===== config.mk =====
export PLATFORM = sky130hd
export DESIGN_NAME = cdr_phase_tracker
export DESIGN_NICKNAME = d
export VERILOG_FILES = /design/src/rtl/cdr_phase_tracker.sv
export SDC_FILE = /design/constraint.sdc
export NUM_CORES = 1
export LEC_CHECK = 0
export CAP_MARGIN = 0
export CORE_ASPECT_RATIO = 1.25
export CORE_MARGIN = 2
export CORE_UTILIZATION = 55
export DETAILED_ROUTE_END_ITERATION = 16
export PLACE_DENSITY = 0.78
export RECOVER_POWER = 50
export SLEW_MARGIN = 20
export SYNTH_ARGS = -nofsm -noshare
export SYNTH_HDL_FRONTEND = slang
export SYNTH_SLANG_ARGS = --single-unit
export TNS_END_PERCENT = 50

===== constraint.sdc =====
create_clock -name clock -period 10.5 [get_ports clock]
set_clock_uncertainty 0.2 [all_clocks]
set_input_delay 1.575 -clock clock [delete_from_list [all_inputs] [get_ports clock]]
set_output_delay 1.575 -clock clock [all_outputs]
set_load 0.02 [all_outputs]

===== src/rtl/cdr_phase_tracker.sv =====
// cdr_phase_tracker
//   Digital clock-and-data-recovery phase tracker for the USB2 receive path.
//   Each cycle the multi-phase oversampling front end delivers one bit per
//   sampling phase. The tracker locates the data edge among those phases,
//   filters phase-error votes, steers the sampling phase and emits 0, 1 or 2
//   recovered bits per cycle (DROP / ADD when the phase wraps around).
//
// Parameters
//   PHASES   : sampling phases per clock period (>= 3)
//   FILT_TH  : net votes required to step the sampling phase (>= 1)
//   LOCK_CNT : consecutive good edges required to assert locked (>= 1)
//
// Ports
//   clock     in   receive clock
//   reset     in   asynchronous, active-high reset
//   samples   in   [PHASES-1:0] phase samples, bit 0 is the earliest phase
//   data_out  out  [1:0] recovered bits, bit 0 goes first on the line
//   data_cnt  out  [1:0] number of valid bits in data_out (0, 1 or 2)
//   add       out  pulse, coincident with data_cnt = 2
//   drop      out  pulse, coincident with data_cnt = 0
//   phase_sel out  [PW-1:0] current sampling phase
//   locked    out  tracker locked
//
// Configuration macro
//   CDR_LOCK_DETECT_EN : builds the good-edge counter that drives locked.
//                        When undefined, locked is tied to 1'b1.

module cdr_phase_tracker #(
  parameter  int PHASES   = 5,
  parameter  int FILT_TH  = 4,
  parameter  int LOCK_CNT = 8,
  localparam int PW       = $clog2(PHASES)
) (
  input  logic              clock,
  input  logic              reset,
  input  logic [PHASES-1:0] samples,
  output logic [1:0]        data_out,
  output logic [1:0]        data_cnt,
  output logic              add,
  output logic              drop,
  output logic [PW-1:0]     phase_sel,
  output logic              locked
);

  localparam int HALF = PHASES / 2;
  localparam int EW   = PW + 2;                  // signed phase-error width
  localparam int VW   = $clog2(FILT_TH + 1) + 1; // signed vote-counter width
  localparam int CW   = PW + 1;                  // transition-count width
  localparam bit EVEN = ((PHASES % 2) == 0);

  localparam logic [PW-1:0]        PH_MAX = PW'(PHASES - 1);
  localparam logic [PW-1:0]        PH_RST = PW'(HALF);
  localparam logic [PW-1:0]        PH_ONE = PW'(1);
  localparam logic [CW-1:0]        CNT_ONE = CW'(1);
  localparam logic [PW:0]          HALF_U = (PW + 1)'(HALF);
  localparam logic [PW:0]          PH_U   = (PW + 1)'(PHASES);
  localparam logic signed [EW-1:0] HALF_S = EW'(HALF);
  localparam logic signed [EW-1:0] PH_S   = EW'(PHASES);
  localparam logic signed [VW-1:0] TH_S   = VW'(FILT_TH);
  localparam logic signed [VW-1:0] V_ONE  = VW'(1);

  // State
  logic                 prev_last_r;   // last phase sample of the previous cycle
  logic [PW-1:0]        phase_sel_r;
  logic signed [VW-1:0] vote_r;
  logic                 wrap_up_r;     // last step went PHASES-1 -> 0
  logic                 wrap_dn_r;     // last step went 0 -> PHASES-1
  logic [1:0]           data_out_r;
  logic [1:0]           data_cnt_r;
  logic                 add_r;
  logic                 drop_r;

  // Combinational
  logic [PHASES:0]      x_s;
  logic [PHASES-1:0]    trans_s;
  logic [CW-1:0]        tcnt_s;
  logic [PW-1:0]        edge_pos_s;
  logic                 edge_valid_s;
  logic                 glitch_s;
  logic                 vote_en_s;
  logic [PW:0]          desired_sum_s;
  logic [PW-1:0]        desired_s;
  logic signed [EW-1:0] err_raw_s;
  logic signed [EW-1:0] err_s;
  logic                 err_pos_s;
  logic                 err_neg_s;
  logic signed [VW-1:0] vote_inc_s;
  logic signed [VW-1:0] vote_dec_s;
  logic signed [VW-1:0] vote_nxt_s;
  logic                 step_up_s;
  logic                 step_dn_s;
  logic [PW-1:0]        phase_nxt_s;
  logic                 wrap_up_nxt_s;
  logic                 wrap_dn_nxt_s;
  logic [1:0]           dout_nxt_s;
  logic [1:0]           cnt_nxt_s;
  logic                 add_nxt_s;
  logic                 drop_nxt_s;

  // Edge detection over the extended vector {samples, prev[PHASES-1]}
  always_comb begin
    x_s        = {samples, prev_last_r};
    trans_s    = x_s[PHASES:1] ^ x_s[PHASES-1:0];
    tcnt_s     = '0;
    edge_pos_s = '0;
    for (int i = 0; i < PHASES; i++) begin
      if (trans_s[i]) begin
        tcnt_s     = tcnt_s + CNT_ONE;
        edge_pos_s = PW'(i);
      end else begin
        tcnt_s     = tcnt_s;
      end
    end
    edge_valid_s = (tcnt_s == CNT_ONE);
    glitch_s     = (tcnt_s > CNT_ONE);
    // A glitch never casts a vote
    vote_en_s    = edge_valid_s & ~glitch_s;
  end

  // Phase error: distance from the current phase to the eye centre, wrapped
  always_comb begin
    desired_sum_s = {1'b0, edge_pos_s} + HALF_U;
    if (desired_sum_s >= PH_U) begin
      desired_s = PW'(desired_sum_s - PH_U);
    end else begin
      desired_s = desired_sum_s[PW-1:0];
    end
    err_raw_s = $signed({2'b00, desired_s}) - $signed({2'b00, phase_sel_r});
    // Even PHASES: the half-way ambiguity resolves to +PHASES/2
    if (err_raw_s > HALF_S) begin
      err_s = err_raw_s - PH_S;
    end else if ((err_raw_s < -HALF_S) || (EVEN && (err_raw_s == -HALF_S))) begin
      err_s = err_raw_s + PH_S;
    end else begin
      err_s = err_raw_s;
    end
    err_neg_s = err_s[EW-1];
    err_pos_s = ~err_s[EW-1] && (err_s != '0);
  end

  // Vote filter and phase stepping (at most one step per cycle)
  always_comb begin
    vote_inc_s    = vote_r + V_ONE;
    vote_dec_s    = vote_r - V_ONE;
    vote_nxt_s    = vote_r;
    step_up_s     = 1'b0;
    step_dn_s     = 1'b0;
    if (vote_en_s && err_pos_s) begin
      if (vote_inc_s == TH_S) begin
        step_up_s  = 1'b1;
        vote_nxt_s = '0;
      end else begin
        vote_nxt_s = vote_inc_s;
      end
    end else if (vote_en_s && err_neg_s) begin
      if (vote_dec_s == -TH_S) begin
        step_dn_s  = 1'b1;
        vote_nxt_s = '0;
      end else begin
        vote_nxt_s = vote_dec_s;
      end
    end else begin
      vote_nxt_s = vote_r;
    end

    phase_nxt_s   = phase_sel_r;
    wrap_up_nxt_s = 1'b0;
    wrap_dn_nxt_s = 1'b0;
    if (step_up_s) begin
      if (phase_sel_r == PH_MAX) begin
        phase_nxt_s   = '0;
        wrap_up_nxt_s = 1'b1;
      end else begin
        phase_nxt_s   = phase_sel_r + PH_ONE;
      end
    end else if (step_dn_s) begin
      if (phase_sel_r == '0) begin
        phase_nxt_s   = PH_MAX;
        wrap_dn_nxt_s = 1'b1;
      end else begin
        phase_nxt_s   = phase_sel_r - PH_ONE;
      end
    end else begin
      phase_nxt_s = phase_sel_r;
    end
  end

  // Bit selection; a wrap in the previous cycle turns this cycle into DROP/ADD
  always_comb begin
    dout_nxt_s = 2'b00;
    cnt_nxt_s  = 2'd1;
    add_nxt_s  = 1'b0;
    drop_nxt_s = 1'b0;
    if (wrap_up_r) begin
      // The new phase re-samples the bit already delivered
      cnt_nxt_s  = 2'd0;
      drop_nxt_s = 1'b1;
    end else if (wrap_dn_r) begin
      // The skipped bit sat in the last phase of the previous cycle
      dout_nxt_s = {samples[PHASES-1], prev_last_r};
      cnt_nxt_s  = 2'd2;
      add_nxt_s  = 1'b1;
    end else begin
      dout_nxt_s = {1'b0, samples[phase_sel_r]};
    end
  end

  // Tracker state and registered outputs
  always_ff @(posedge clock or posedge reset) begin
    if (reset) begin
      prev_last_r <= 1'b0;
      phase_sel_r <= PH_RST;
      vote_r      <= '0;
      wrap_up_r   <= 1'b0;
      wrap_dn_r   <= 1'b0;
      data_out_r  <= 2'b00;
      data_cnt_r  <= 2'd0;
      add_r       <= 1'b0;
      drop_r      <= 1'b0;
    end else begin
      prev_last_r <= samples[PHASES-1];
      phase_sel_r <= phase_nxt_s;
      vote_r      <= vote_nxt_s;
      wrap_up_r   <= wrap_up_nxt_s;
      wrap_dn_r   <= wrap_dn_nxt_s;
      data_out_r  <= dout_nxt_s;
      data_cnt_r  <= cnt_nxt_s;
      add_r       <= add_nxt_s;
      drop_r      <= drop_nxt_s;
    end
  end

  assign data_out  = data_out_r;
  assign data_cnt  = data_cnt_r;
  assign add       = add_r;
  assign drop      = drop_r;
  assign phase_sel = phase_sel_r;

`ifdef CDR_LOCK_DETECT_EN
  localparam int            LW       = $clog2(LOCK_CNT + 1);
  localparam logic [LW-1:0] LOCK_MAX = LW'(LOCK_CNT);
  localparam logic [LW-1:0] LOCK_ONE = LW'(1);
  localparam logic signed [EW-1:0] E_ONE = EW'(1);

  logic [LW-1:0] lock_cnt_r;
  logic [LW-1:0] lock_nxt_s;
  logic          locked_r;
  logic          small_err_s;

  // Good-edge counting: saturates, cleared by glitches and large errors
  always_comb begin
    small_err_s = (err_s == '0) || (err_s == E_ONE) || (err_s == -E_ONE);
    if (glitch_s || (edge_valid_s && !small_err_s)) begin
      lock_nxt_s = '0;
    end else if (edge_valid_s && (lock_cnt_r != LOCK_MAX)) begin
      lock_nxt_s = lock_cnt_r + LOCK_ONE;
    end else begin
      lock_nxt_s = lock_cnt_r;
    end
  end

  // Lock counter and registered lock flag
  always_ff @(posedge clock or posedge reset) begin
    if (reset) begin
      lock_cnt_r <= '0;
      locked_r   <= 1'b0;
    end else begin
      lock_cnt_r <= lock_nxt_s;
      locked_r   <= (lock_nxt_s == LOCK_MAX);
    end
  end

  assign locked = locked_r;
`else
  assign locked = 1'b1;
`endif

endmodule


==> out/results.tsv <==
metric	value	unit
most frequent cells in the layout	ha_1 (17), inv_1 (15), nand2_1 (15)	
Peak supply drop	184	uV
DR vias	1320	
Yosys reg bits	15	
Initial Utilization	58.2	%
grt ovf	0	
Vias/cell	5.89	
Worst Setup Start Kind	input pin	
final worst slack	5010	ps
Lkg Pwr	0.745	nW
clock buffer depth	2	
CP max FO	18	
Gate Count Post-Synth	181	
drt first-iter violations	35	
reg2reg start	prev_last_r	
first-pass GRT wire length	5.39	mm
routed len/inst	13.6	um
post-synthesis simple-gate area fraction	21.8	%
Avg Cell Area, Syn	8.70	um^2
Post-synth EDFFs	0	
die area	3310	um^2
setup_tns	0	ps
path type of the worst min-delay path	register to register	
Sequential Power Share	24.6	%
FMAX	182	MHz
RSZ-0062 raised after global routing	no	
largest net degree at the start of global routing	19	
Worst Path Required	10490	ps
Placement Rows	21	
post-synthesis mux area share	6.83	%
Critical Path AT	5480	ps
sequential area share after synthesis	23.9	%
Post-Syn Area	1580	um^2
number of global-route vias before repair	1292	
Worst Path Buf+Inv	2	
Num Clock Sinks	15	
largest family of logic cells by synthesized area	simple AND/OR/NAND/NOR gates	
CP peak stage delay	880	ps
dominant cell type by area after synthesis	dfrtp_1	
r2r endpoint	vote_r[2]	
adder-cell share of the synthesized area	14.8	%
cells resized by post-CTS repair	0	
first-pass iteration count of the detailed router	4	
P_int	203	uW
worst skew pair latency	290	ps
r2r worst-path depth	13	
share of cells above drive strength 1	7.89	%
Crit path top cell by count	ha_1	
TritonCTS Buffers	3	
largest cells by area after synthesis	dfrtp_1 (22%), ha_1 (14%), inv_1 (3.6%), nand2_1 (3.6%), xor2_1 (3.3%)	
Port Buffer Count	15	
total track usage	20.5	%
Worst R2R Setup Slack	6660	ps
dpl ws	4670	ps
Post-CTS Setup Inserts	0	
Reg clk slew, reported paths	90	ps
crit end category	register	
worst min-delay path startpoint	wrap_up_r	
Slew Viols, Final	0	
YS warnings	0	
Switch Pwr	200	uW
htree depth	1	
DRC	0	
Synth Area in Compound Gates	17.6	%
ys flop type	dfrtp_1	
XOR/XNOR share of the synthesized area	7.15	%
root buffer cell	clkbuf_4	
Power Density	233	nW/um^2
most common cell after layout, fill and taps aside	ha_1	
async set-reset flop share out of synthesis	100	%
Max Cap Viol	0	
hpwl dp	2.37	mm
die width	51.9	um
Total Wirelength	3.04	mm
sw frac	49.6	%
Layout Cells excl Fill	224	
gpl congestion	0.905	
CP cell instances	clkdlybuf4s50_1, xnor2_1, inv_1, ha_1, nor2_1, a21oi_1, ha_1, a221oi_1, nand2_1, ha_1, a221o_1, a211oi_4, nand2_2, or3_1, o311ai_1	
Layout Area Growth over Synthesis	9.85	%
Hold Vio Cnt, Final	0	
Yosys cell types	53	
crit path kind	input pin to register	
CTS tree	yes	
post-synth top area share	22.2	%
Tightest Pin Transition	637	ps
fin crit share	52.3	%
Critical-path top delay cell	clkdlybuf4s50_1	
Setup-failing EPs final	0	
combinational share of power	66.9	%
CP delay by family, top	compound AO/OA/AOI/OAI gates	
WHS Endpoint	drop	
n_diodes	0	
Final Critical Period	5490	ps
Mapped Nets	206	
WHS Path Cells	0	
slew margin rel.	57.4	%
clock share of power	8.4	%
Layout Nets	216	
placed instance count	220	
Die Y-Extent	63.8	um
initial antenna violation count	0	
Core Footprint	2710	um^2
Post-CTS Hold Fix Bufs	0	
ANT nets after route	0	
status	finished clean	
IO Pins	17	
==> registers in the layout, indices dropped and copies added, names as in the netlist <==
signal / count
add: 1
data_cnt: 1
data_out: 2
drop: 1
phase_sel: 3
prev_last_r: 1
vote_r: 4
wrap_dn_r: 1
wrap_up_r: 1
==> worst register-to-register path: cells and delay by family, from the launching register on <==
family,cells,cell delay (ps)
flops,1,550
fa+ha+maj,3,710
compound gates,5,1360
xor+xnor,1,230
simple gates,3,630
buf+inv,1,70
==> layer usage <==
| metal | track usage, % | up-vias | routed length (um) |
|---|---|---|---|
| met4 | 6.91 | 0 | 63 |
| met1 | 26.2 | 613 | 1350 |
| met2 | 35.3 | 32 | 1520 |
| li1 | - | 668 | - |
| met5 | 0 | - | 0 |
| met3 | 1.64 | 7 | 109 |
==> worst max path at each step <==
stage,start,end,slack [ps],cells after the start
final,samples[1],vote_r[2],5010,15
after global placement,samples[1],phase_sel[1],4810,15
after detailed placement,samples[1],vote_r[2],4670,15
after CTS,samples[1],vote_r[2],5010,15
after global routing,samples[1],phase_sel[1],4670,15
after floorplan,samples[1],phase_sel[1],5490,16
==> Yosys cell counts (4+ instances only) <==
library cell and count:
dfrtp_1 14, o21ai_0 5, ha_1 17, a21oi_1 8, o211ai_1 4, nor2_1 11, nor3_1 6, xnor2_1 5
inv_1 15, nand2_1 15, mux2i_1 4, nand3_1 5, xor2_1 6, buf_2 4, and2_1 5
==> power groups by stage <==
stage,clock (mW),combinational [mW],sequential (mW)
4_1_cts,0.0350,0.269,0.0994
5_1_grt,0.0387,0.304,0.103
2_1_floorplan,0,0.205,0.0989
3_5_place_dp,0,0.268,0.0995
3_3_place_gp,0,0.255,0.0992
6_report,0.0340,0.270,0.0994
==> metrics by stage <==
stage	power [mW]	area, um^2	hold slack (ps)	utilization [%]
after detailed placement	0.367	1700	213	62.9
final	0.403	1730	239	63.9
after floorplan	0.304	1580	197	-
after global routing	0.446	1730	257	63.9
after CTS	0.403	1730	234	63.9
after global placement	0.354	1700	211	62.9
==> cell type report <==
class | count | area [um^2]
clock inverter | 1 | 5.00
tap | 34 | 42.5
multi-input combinational | 141 | 1080
timing repair buffer | 15 | 150
inverter | 15 | 56.3
sequential | 15 | 377
clock buffer | 3 | 22.5
fill | 223 | 976
==> kinds of logic after synthesis <==
family | count (synthesis)
DFF | 15
xor gates and xnor gates | 12
other | 1
and+or+nand+nor | 64
AOI/OAI and AO/OA | 38
buffers and inverters | 25
muxes | 8
adders and majority gates | 18
No activity file was read; power rests on OpenSTA's default activity.
